**config.mk**
```make
export PLATFORM = sky130hd
export DESIGN_NAME = irs_sample_phase_monitor_flat
export DESIGN_NICKNAME = d
export VERILOG_FILES = /design/src/rtl/irs_sample_phase_monitor_if.sv /design/src/rtl/irs_sample_phase_monitor.sv /design/src/flat_wrapper.sv
export SDC_FILE = /design/constraint.sdc
export NUM_CORES = 1
export LEC_CHECK = 0
export CORE_ASPECT_RATIO = 0.75
export CORE_MARGIN = 8
export CORE_UTILIZATION = 60
export CTS_CLUSTER_SIZE = 28
export DETAILED_ROUTE_END_ITERATION = 6
export GPL_TIMING_DRIVEN = 0
export MAX_ROUTING_LAYER = met4
export PLACE_DENSITY = 0.81
export SLEW_MARGIN = 20
export SYNTH_ARGS = -nofsm -noshare
export SYNTH_HDL_FRONTEND = slang
export SYNTH_SLANG_ARGS = --single-unit
```
**constraint.sdc**
```tcl
create_clock -name clk_i -period 2.89 [get_ports clk_i]
set_input_delay 0.578 -clock clk_i [delete_from_list [all_inputs] [get_ports clk_i]]
set_output_delay 0.578 -clock clk_i [all_outputs]
set_load 0.01 [all_outputs]
```
**src/rtl/irs_sample_phase_monitor_if.sv**
```systemverilog
// Bus bundle for the IRS sample-phase monitor: measurement controls in, averaged phase results out.
interface irs_sample_phase_monitor_if #(
    parameter int NUM_IRS   = 4,
    parameter int MON_WIDTH = 8
);
    logic                           en_i;
    logic [NUM_IRS-1:0]             sample_mon_i;
    logic                           sync_i;
    logic [NUM_IRS*MON_WIDTH-1:0]   mon_o;
    logic                           mon_valid_o;
    logic [NUM_IRS-1:0]             err_o;
    logic                           busy_o;

    // mon_valid_o is a one-cycle strobe with no ready: the consumer must take
    // mon_o/err_o on that cycle; both hold steady between strobes.
    modport master (
        output en_i, sample_mon_i, sync_i,
        input  mon_o, mon_valid_o, err_o, busy_o
    );

    modport slave (
        input  en_i, sample_mon_i, sync_i,
        output mon_o, mon_valid_o, err_o, busy_o
    );
endinterface

```
**src/rtl/irs_sample_phase_monitor.sv**
```systemverilog
// Measures sync-to-first-rising-edge delay per sample_mon line and averages it
// over 2^AVG_LOG2 sync windows, flagging windows where a line showed no edge.
module irs_sample_phase_monitor #(
    parameter int NUM_IRS   = 4,
    parameter int MON_WIDTH = 8,
    parameter int AVG_LOG2  = 2
) (
    input  logic                  clk_i,
    input  logic                  rst_i,
    irs_sample_phase_monitor_if.slave bus
);
    localparam int ACC_W = MON_WIDTH + AVG_LOG2;
    localparam int WC_W  = AVG_LOG2 + 1;
    localparam logic [MON_WIDTH-1:0] CNT_MAX  = '1;
    localparam logic [WC_W-1:0]      WIN_LAST = WC_W'((1 << AVG_LOG2) - 1);

    typedef enum logic {IDLE, RUN} state_t;
    state_t state_q, state_d;

    logic [NUM_IRS-1:0]   prev_q, edge_w, got_q, miss_q;
    logic [MON_WIDTH-1:0] cnt_q, phase_w;
    logic [MON_WIDTH-1:0] cap_q [NUM_IRS];
    logic [ACC_W-1:0]     acc_q [NUM_IRS];
    logic [ACC_W-1:0]     sum_w [NUM_IRS];
    logic [WC_W-1:0]      win_q;
    logic [NUM_IRS*MON_WIDTH-1:0] mon_q;
    logic [NUM_IRS-1:0]   err_q;
    logic                 valid_q;
    logic                 close_w, arm_w, drop_w;

    assign edge_w  = bus.sample_mon_i & ~prev_q;
    // phase_w is the delay of the current cycle from the last sync; cnt_q holds the previous one
    assign phase_w = bus.sync_i ? '0 :
                     (cnt_q == CNT_MAX) ? CNT_MAX : cnt_q + MON_WIDTH'(1);
    assign close_w = (state_q == RUN) && bus.en_i && bus.sync_i;
    assign arm_w   = (state_q == IDLE) && bus.en_i && bus.sync_i;
    assign drop_w  = (state_q == RUN) && !bus.en_i;

    always_ff @(posedge clk_i) begin
        if (rst_i) state_q <= IDLE;
        else       state_q <= state_d;
    end

    always_comb begin
        state_d = state_q;
        case (state_q)
            IDLE:    if (bus.en_i && bus.sync_i) state_d = RUN;
            RUN:     if (!bus.en_i)              state_d = IDLE;
            default: state_d = IDLE;
        endcase
    end

    // A missing edge contributes the saturated phase to the average.
    always_comb begin
        for (int k = 0; k < NUM_IRS; k++) begin
            sum_w[k] = acc_q[k] + ACC_W'(got_q[k] ? cap_q[k] : CNT_MAX);
        end
    end

    always_ff @(posedge clk_i) begin
        if (rst_i) begin
            prev_q <= '0;
            cnt_q  <= '0;
        end else begin
            prev_q <= bus.sample_mon_i;
            cnt_q  <= phase_w;
        end
    end

    always_ff @(posedge clk_i) begin
        if (rst_i) begin
            got_q   <= '0;
            miss_q  <= '0;
            win_q   <= '0;
            mon_q   <= '0;
            err_q   <= '0;
            valid_q <= 1'b0;
            for (int k = 0; k < NUM_IRS; k++) begin
                cap_q[k] <= '0;
                acc_q[k] <= '0;
            end
        end else begin
            valid_q <= 1'b0;
            if (drop_w) begin
                got_q  <= '0;
                miss_q <= '0;
                win_q  <= '0;
                for (int k = 0; k < NUM_IRS; k++) acc_q[k] <= '0;
            end else if (close_w) begin
                if (win_q == WIN_LAST) begin
                    for (int k = 0; k < NUM_IRS; k++) begin
                        mon_q[k*MON_WIDTH +: MON_WIDTH] <= MON_WIDTH'(sum_w[k] >> AVG_LOG2);
                        acc_q[k] <= '0;
                    end
                    err_q   <= miss_q | ~got_q;
                    valid_q <= 1'b1;
                    miss_q  <= '0;
                    win_q   <= '0;
                end else begin
                    for (int k = 0; k < NUM_IRS; k++) acc_q[k] <= sum_w[k];
                    miss_q <= miss_q | ~got_q;
                    win_q  <= win_q + WC_W'(1);
                end
                // An edge on the sync cycle opens the new window with phase 0
                got_q <= edge_w;
                for (int k = 0; k < NUM_IRS; k++) cap_q[k] <= '0;
            end else if (arm_w) begin
                got_q <= edge_w;
                for (int k = 0; k < NUM_IRS; k++) cap_q[k] <= '0;
            end else if (state_q == RUN) begin
                for (int k = 0; k < NUM_IRS; k++) begin
                    if (edge_w[k] && !got_q[k]) begin
                        cap_q[k] <= phase_w;
                        got_q[k] <= 1'b1;
                    end
                end
            end
        end
    end

    assign bus.mon_o       = mon_q;
    assign bus.err_o       = err_q;
    assign bus.mon_valid_o = valid_q;
    assign bus.busy_o      = (state_q == RUN);
endmodule

```
**src/flat_wrapper.sv**
```systemverilog
// flat-port wrapper written by rule: the top's interface ports become plain ports
module irs_sample_phase_monitor_flat 
#(
    parameter int NUM_IRS   = 4,
    parameter int MON_WIDTH = 8,
    parameter int AVG_LOG2  = 2
)
  (clk_i, rst_i, bus_en_i, bus_sample_mon_i, bus_sync_i, bus_mon_o, bus_mon_valid_o, bus_err_o, bus_busy_o);
  irs_sample_phase_monitor_if #(.NUM_IRS(NUM_IRS), .MON_WIDTH(MON_WIDTH)) bus_i ();
  input  logic clk_i;
  input  logic rst_i;
  input wire logic [$bits(bus_i.en_i)-1:0] bus_en_i;
  input wire logic [$bits(bus_i.sample_mon_i)-1:0] bus_sample_mon_i;
  input wire logic [$bits(bus_i.sync_i)-1:0] bus_sync_i;
  output wire logic [$bits(bus_i.mon_o)-1:0] bus_mon_o;
  output wire logic [$bits(bus_i.mon_valid_o)-1:0] bus_mon_valid_o;
  output wire logic [$bits(bus_i.err_o)-1:0] bus_err_o;
  output wire logic [$bits(bus_i.busy_o)-1:0] bus_busy_o;
  assign bus_i.en_i = bus_en_i;
  assign bus_i.sample_mon_i = bus_sample_mon_i;
  assign bus_i.sync_i = bus_sync_i;
  assign bus_mon_o = bus_i.mon_o;
  assign bus_mon_valid_o = bus_i.mon_valid_o;
  assign bus_err_o = bus_i.err_o;
  assign bus_busy_o = bus_i.busy_o;
  irs_sample_phase_monitor #(.NUM_IRS(NUM_IRS), .MON_WIDTH(MON_WIDTH), .AVG_LOG2(AVG_LOG2)) u_core (.clk_i(clk_i), .rst_i(rst_i), .bus(bus_i));
endmodule
```
== Word-level counts from Yosys, hierarchy flattened ==
Memories as Yosys holds them, arrays and structs flattened.
Index checks and enable logic that the tools add are counted.
Word-level totals
  bits in registers: 61
  RAM bits: 72
  input bits: 8
  output and inout bits: 38
  word-level logic and storage cells: 172
  memories kept: 2
Memory list
  u_core.acc_q: depth 4, width 10, rd ports 4, clocked after memory_dff 0, wr ports 4, line irs_sample_phase_monitor.sv:23  | logic [ACC_W-1:0] acc_q [NUM_IRS];
  u_core.cap_q: depth 4, width 8, rd ports 4, clocked after memory_dff 0, wr ports 4, line irs_sample_phase_monitor.sv:22  | logic [MON_WIDTH-1:0] cap_q [NUM_IRS];
Cells by class
  add/subtract/negate cells: 6
  eq/ne operators: 2
  muxes and demuxes: 94
  bitwise gates (word level): 30
  reduce and logical (&&, ||, !) cells: 26
Operator list (count)
  8-bit two-way mux: 18
  10-bit two-way mux: 12
  1-bit two-way mux: 58
  10-bit adder: 4
  1-bit bitwise OR: 24
  4-bit two-way mux: 4
  3-bit nonzero test: 5
  1-bit logical AND: 10
  8-bit by 1-bit adder with 8-bit output (second input constant): 1
  8-bit equality test (second input constant): 1
  4-bit NOT: 2
  2-bit AND reduction: 4
  1-bit zero test: 5
  4-bit bitwise AND: 1
  4-bit bitwise OR: 1
  3-bit by 1-bit adder with 3-bit output (second input constant): 1
  3-bit by 2-bit equality test with 1-bit output (second input constant): 1
  3-bit two-way mux: 1
  3-bit AND reduction: 1
  1-bit NOT: 2
  1-bit one-hot mux with 2 select lines: 1
  2-bit OR reduction: 1

== Longest topological paths before layout ==
  depth in word-level cells: 11
  gate-level depth with buffers: 8

== Least setup slack after synthesis ==
No wires, ideal clock.
  kind: register -> register
  start: register u_core.got_q[1]
  end: register u_core.mon_q[12] (netlist: u_core.bus.mon_o[12])
  arrival: 2.343 ns
  path slack: 0.485 ns
  cell stages (with the launch flop): 9
  period minus slack after synthesis: 2.405 ns
  cell sequence: dfxtp_1 -> clkbuf_1 -> nand2b_1 -> ha_1 -> fa_1 -> a211oi_1 -> o21ai_0 -> a2111o_1 -> nand3_1
On the way
  longest elaborated chain between the ends: 2
Ends and longest elaborated chain
  from (decl): line irs_sample_phase_monitor.sv:20  | logic [NUM_IRS-1:0] prev_q, edge_w, got_q, miss_q;
  from (signal assigned): line irs_sample_phase_monitor.sv:105  | got_q <= edge_w;
  from (signal assigned): line irs_sample_phase_monitor.sv:108  | got_q <= edge_w;
  8-bit two-way mux: line irs_sample_phase_monitor.sv:56  | sum_w[k] = acc_q[k] + ACC_W'(got_q[k] ? cap_q[k] : CNT_MAX);
  10-bit adder: line irs_sample_phase_monitor.sv:56
  to (signal, indexed assignment): line irs_sample_phase_monitor.sv:92  | mon_q[k*MON_WIDTH +: MON_WIDTH] <= MON_WIDTH'(sum_w[k] >> AVG_LOG2);
  to (decl): line irs_sample_phase_monitor.sv:26  | logic [NUM_IRS*MON_WIDTH-1:0] mon_q;
Every way passes these cells.
A chain may end at the register's enable or synchronous reset.

==> reports/qor.yml <==
run_status:
  status: "completed"
floorplanning:
  die_x_um: 142
  row_count: 34
  start_util: 0.613
  ios: 46
  fp.dieH_um: 110
  die-area_um2: 15600
  core_region_area_um2: 11600
clock_network:
  clk_latency_ps: 420
  cts_setup_buffers: 0
  cts_tree: "built"
  clk_pin_slew_ps: 60
  cts-root-buf: "clkbuf_16"
  clk_path_buf_depth: 2
  numCtsBuffers: 17
  htreeDepth: 4
  clkSinkCount: 133
synthesis:
  synth_edf_count: 72
  synthFlopType: "edfxtp_1"
  synth_area_um2: 7090
  ys_ff_latch: 133
  netlist.area_leader.share: 0.305
  yosys_warnings: 0
  synth_seq_area_share: 0.477
  postSynthAreaPerCell_um2: 9.77
  synth.most_common_cell: "nor2_1"
  synth.distinct_cells: 52
  synthTopCellsByCount: "79 x nor2_1, 72 x edfxtp_1, 61 x dfxtp_1"
  synthArstFlopShare: 0
  syn_inst: 726
  synth_top_area_cell: "edfxtp_1"
  synth.area.top_cells: "edfxtp_1 30%, dfxtp_1 17%, ha_1 6.0%"
  syn-num-nets: 772
timing:
  timing.final.hold_violations: 0
  fin_crit_ps: 2890
  rsz0062_at_grt: "no"
  clock_skew_ps: 8.14
  slew_violations: 0
  slew_headroom: 0.316
  fmax_mhz: 346
  setup_tns_ps: 0
  setup_violations: 0
  fin_crit_sh: 1.00
  worstMarginPinSlew_ps: 1020
routing:
  via_per_inst: 6.33
  first_iter_violations: 746
  wl_per_cell_um: 20.2
  vias: 6086
  first_pass_iters: 5
  drtAntennaViolNets: 0
  drc: 0
  wl_um: 19400
place:
  dp.cells: 932
  place.gp.congestion: 0.952
  hpwl_um: 13600
  numPortBuffers: 44
power_and_ir_drop:
  swShare: 0.252
  power_density_nw_per_um2: 591
  intPower_mw: 3.70
  comb_power_share: 0.117
  peakVddDrop_mv: 0.525
  leakagePower_nw: 3.15
  seqPwrFrac: 0.422
  power_mw: 4.94
  p_sw_mw: 1.25
  clkPwrFrac: 0.460
critical_path:
  cpMaxStageDelayCell: "clkdlybuf4s50_1"
  slowest_delay_ps: 670
  required_ps: 2970
  cp_data_arrival_time_ps: 2970
  end_kind: "flop"
  cp-start-kind: "input pin"
  path_class: "in2reg"
  crit_fanout: 10
  crit_chain: "clkdlybuf4s50_1, clkbuf_1, buf_1, a21oi_1, nand2_1"
global_routing:
  antenna_found_initial: 0
  grt_first_pass_wirelength_um: 30500
  grt_max_degree: 17
  grt_overflow: 0
  grtUsageTotal: 0.264
  grt_pass1_vias: 5845
layout:
  drive_above_1_share: 0.0875
  diodes: 0
  final_util: 0.723
  fin_cells: 962
  area_delta_synth_final_pct: 17.9
  nets: 833
run:
  maxCapViolations: 0
min_path:
  hp-class: "reg2reg"
==> worst paths after layout <==
| check | start | endpoint | slack (ps) | cells after the start |
|---|---|---|---|---|
| setup / recovery | rst_i | u_core.cap_q[2][4]$_SDFFCE_PN0P_ | 0.2 | 5 |
| hold / removal | u_core.bus.mon_o[10]$_SDFFE_PP0P_ | u_core.bus.mon_o[10]$_SDFFE_PP0P_ | 460 | 2 |
| setup reg to reg | u_core.got_q[0]$_SDFFE_PP0P_ | u_core.acc_q[0][6]$_SDFFCE_PN0P_ | 250 | 8 |
| hold reg to reg | u_core.bus.mon_o[10]$_SDFFE_PP0P_ | u_core.bus.mon_o[10]$_SDFFE_PP0P_ | 460 | 2 |
==> cell families (layout without fill, tap and decap cells) <==
family | Yosys count | in the layout | synth area share
buffers and inverters | 63 | 137 | 0.0362
muxes | 7 | 7 | 0.00988
and+or+nand+nor | 312 | 312 | 0.228
DFF | 133 | 133 | 0.477
adders and majority gates | 38 | 38 | 0.0713
AOI/OAI and AO/OA | 165 | 165 | 0.168
xor gates and xnor gates | 8 | 8 | 0.00988
==> repair_timing <==
action                     4_1_cts  5_1_grt
hold buffers                     0        0
setup endpoints to repair        0       18
resized for setup                0        7
==> registers in the layout (all words and copies together) (netlist names), 4 cells and up <==
signal            count
u_core.cap_q         32
u_core.got_q          4
u_core.cnt_q          8
u_core.bus.err_o      4
u_core.bus.mon_o     32
u_core.prev_q         4
u_core.miss_q         4
u_core.acc_q         40
==> layout by cell type, fill, tap and decap left out, drive strengths merged, types with 5 or more instances in the layout <==
master / Yosys / layout
a211o: 13 / 13
a21oi: 32 / 32
o2111ai: 5 / 5
nand3: 35 / 35
nand2b: 40 / 40
a21o: 14 / 14
clkdlybuf4s50: 0 / 44
nand4: 12 / 12
edfxtp: 72 / 72
nor2: 80 / 80
mux2i: 7 / 7
o21ai: 24 / 24
inv: 25 / 25
o31ai: 5 / 5
or2: 17 / 17
a31oi: 8 / 8
nand2: 42 / 42
and3: 25 / 25
o211ai: 12 / 12
a2111o: 9 / 9
clkbuf: 23 / 38
a311oi: 5 / 5
nor3: 24 / 24
dfxtp: 61 / 61
ha: 34 / 34
buf: 15 / 15
xnor2: 7 / 7
a32oi: 6 / 6
nor2b: 5 / 5
a211oi: 13 / 13
clkinv: 0 / 9
nor4: 6 / 6
and2: 14 / 14
==> worst max-delay path: cells and delay by family <==
kind            cells  cell delay (ps)
simple gates        1              370
compound gates      1              260
buf+inv             3             1740
==> area by class of cell <==
cell class / count / area [um^2]
repair buffers: 44 / 440
well taps: 162 / 203
clock inverters: 15 / 188
plain buffers: 36 / 158
clock buffers: 17 / 425
inverters: 25 / 93.8
multi-input cells: 530 / 3470
fillers: 852 / 3210
flip-flops and latches: 133 / 3390
==> stage by stage <==
stage | setup slack, ps | area (um^2) | hold slack (ps)
global route | 6.80 | 8360 | 466
detailed placement | -333 | 7740 | 446
CTS | 4.94 | 8360 | 453
finish | 0.241 | 8360 | 462
floorplan | 485 | 7090 | 420
global placement | -334 | 7740 | 429
==> routing by layer <==
layer	vias up	wire length, um	GRT usage
met5	-	0	-
met4	0	457	0.102
met3	33	1760	0.0581
met2	304	8970	0.416
met1	2924	8230	0.329
li1	2825	-	-
==> power groups by stage <==
stage / clock, mW / sequential [mW] / combinational (mW)
finish: 2.28 / 2.09 / 0.580
global route: 2.35 / 2.09 / 0.636
CTS: 2.27 / 2.08 / 0.567
detailed placement: 0 / 2.12 / 0.560
global placement: 0 / 2.12 / 0.542
floorplan: 0 / 2.11 / 0.426
(Power assumes the default switching activity.)
==> edit (same settings) <==
`MON_WIDTH` is set to 8 in 3 places; all go to 10.
--- a/src/rtl/irs_sample_phase_monitor_if.sv
+++ b/src/rtl/irs_sample_phase_monitor_if.sv
@@ -1,7 +1,7 @@
 // Bus bundle for the IRS sample-phase monitor: measurement controls in, averaged phase results out.
 interface irs_sample_phase_monitor_if #(
     parameter int NUM_IRS   = 4,
-    parameter int MON_WIDTH = 8
+    parameter int MON_WIDTH = 10
 );
     logic                           en_i;
     logic [NUM_IRS-1:0]             sample_mon_i;
--- a/src/rtl/irs_sample_phase_monitor.sv
+++ b/src/rtl/irs_sample_phase_monitor.sv
@@ -2,7 +2,7 @@
 // over 2^AVG_LOG2 sync windows, flagging windows where a line showed no edge.
 module irs_sample_phase_monitor #(
     parameter int NUM_IRS   = 4,
-    parameter int MON_WIDTH = 8,
+    parameter int MON_WIDTH = 10,
     parameter int AVG_LOG2  = 2
 ) (
     input  logic                  clk_i,
--- a/src/flat_wrapper.sv
+++ b/src/flat_wrapper.sv
@@ -2,7 +2,7 @@
 module irs_sample_phase_monitor_flat 
 #(
     parameter int NUM_IRS   = 4,
-    parameter int MON_WIDTH = 8,
+    parameter int MON_WIDTH = 10,
     parameter int AVG_LOG2  = 2
 )
   (clk_i, rst_i, bus_en_i, bus_sample_mon_i, bus_sync_i, bus_mon_o, bus_mon_valid_o, bus_err_o, bus_busy_o);
Ports: changed (resized bus_mon_o); port bits go from 46 to 54. The function was not compared with the original's and may differ.
==> edit against the original RTL <==
Synthesized area grew 15%; wire length rose by 7.3%; clock skew up 5.0 ps; power rose by 9.3%; worst setup slack better by 160 ps; final area grew 13%; hold slack lost 9.9 ps; sequential cell count grew 26; critical path type is now flop to flop; largest cell class is now flip-flops and latches.
==> edit: results (changes against the original RTL) <==
* Critical R2R Launch: u_core.got_q[1]$_SDFFE_PP0P_
* WHS at 452.4 ps (-9.925 ps)
* Clock skew at 13.16 ps (+5.022 ps)
* Number of fill cells in the layout at 1013 (+19%)
* Non-clk buf share at 7.595% (+0.44 points)
* Met2 usage at 38.81% (-2.8 points)
* DP Area at 0.008904 sq mm (+15%)
* Total Routing Usage GR at 25.29% (-1.1 points)
* Placed cell count at 1060 (+14%)
* WL met1 at 9.010 mm (+9.5%)
* Worst skew pair latency at 440 ps (+20 ps)
* Metal3 WL at 1.780 mm (+0.96%)
* CP Launch Type: flop
* FF-to-FF setup slack at 160 ps (-90 ps)
* Inverters at 35 (+40%)
* Hold Crit Start: u_core.bus.mon_o[29]$_SDFFE_PP0P_
* Pwr dens at 569.5 mW/mm^2 (-3.7%)
* Sink Count at 159 (+20%)
* Vias in the first global route at 6288 (+7.6%)
* FF-to-FF path depth at 11 (+3)
* GP Congestion at 0.9600 (+0.82%)
* WP data arrival at 3040 ps (+70 ps)
* Global-route wire length before repair at 32.81 mm (+7.5%)
* CLK BUF at 21 (+4)
* Hold Path Sink: u_core.bus.mon_o[29]$_SDFFE_PP0P_
* Cell Int Power at 3.978 mW (+7.6%)
* Worst slew margin at 27.55% (-4.1 points)
* Register Area at 0.004064 sq mm (+20%)
* Clk tree area frac at 6.013% (-1.3 points)
* Synth area leaders: edfxtp_1 32%, dfxtp_1 17%, ha_1 6.4%
* Top cells by count, synth: 109 x nor2_1, 88 x edfxtp_1, 81 x nand2_1, 71 x dfxtp_1, 53 x a21oi_1
* Leakage at 3.485 nW (+10%)
* Final net count at 958 (+15%)
* Status: completed
* PortBufs at 52 (+18%)
* Fraction of area in registers at 42.83% (+2.3 points)
* Via density at 5.940 (-6.1%)
* DRT Pass-1 Iters at 5 (unchanged)
* Max VDD drop at 426.8 uV (-19%)
* Seq/Total Area, Yosys at 49.81% (+2.1 points)
* Syn_nets at 887 (+15%)
* DP Wirelength at 14.74 mm (+8.7%)
* Multi-input gates at 597 (+13%)
* Post-synth EDFFs at 88 (+22%)
* CP endpoint: u_core.bus.mon_o[16]$_SDFFE_PP0P_
[edit: cell types whose count changed after synthesis, moves of 10 or more]
| cell | before | now |
|---|---|---|
| nand2_1 | 42 | 81 |
| nor2_1 | 79 | 109 |
| nor2b_1 | 5 | 29 |
| a21oi_1 | 32 | 53 |
| and3_1 | 25 | 6 |
| xnor2_1 | 7 | 25 |
| edfxtp_1 | 72 | 88 |
| or2_2 | 15 | 0 |
| o21ai_0 | 24 | 10 |
| nand3_1 | 35 | 22 |
| a211o_1 | 13 | 1 |
| and2_1 | 14 | 2 |
| dfxtp_1 | 61 | 71 |
| o211ai_1 | 12 | 2 |
[edit: critical path, cell delays in order (launching register included)]
cell and delay, ps:
dfxtp_1 350, clkbuf_2 200, nand2b_1 110, ha_1 180, inv_1 60, fa_1 430
nor2b_1 180, o211ai_1 130, a21boi_2 250, a31oi_1 190, and4_1 240, a311o_1 290
[edit: power groups by stage]
stage          registers, mW  logic, mW  clock network (mW)
2_1_floorplan           2.53      0.537                   0
5_1_grt                 2.50      0.780                2.31
4_1_cts                 2.49      0.700                2.20
3_5_place_dp            2.54      0.689                   0
6_report                2.49      0.716                2.20
3_3_place_gp            2.53      0.672                   0
[edit: per-stage QoR]
step	setup TNS [ps]	setup slack (ps)
after floorplan	0	447.0
after global placement	-4690	-165.7
after detailed placement	-5365	-202.4
after CTS	0	43.34
after global routing	0	36.18
final	0	156.5
[edit: cell families after synthesis]
| family | synth area share, % |
|---|---|
| flops | 49.81 |
| buf+inv | 4.003 |
| xor+xnor | 3.650 |
| fa+ha+maj | 7.422 |
| mux | 0.2607 |
| compound gates | 13.14 |
| simple gates | 21.71 |
[edit: repair_timing]
item | in CTS | in global routing
setup endpoints to repair | 0 | 19
endpoints found under the hold margin | 0 | 0
resized for setup | 0 | 10
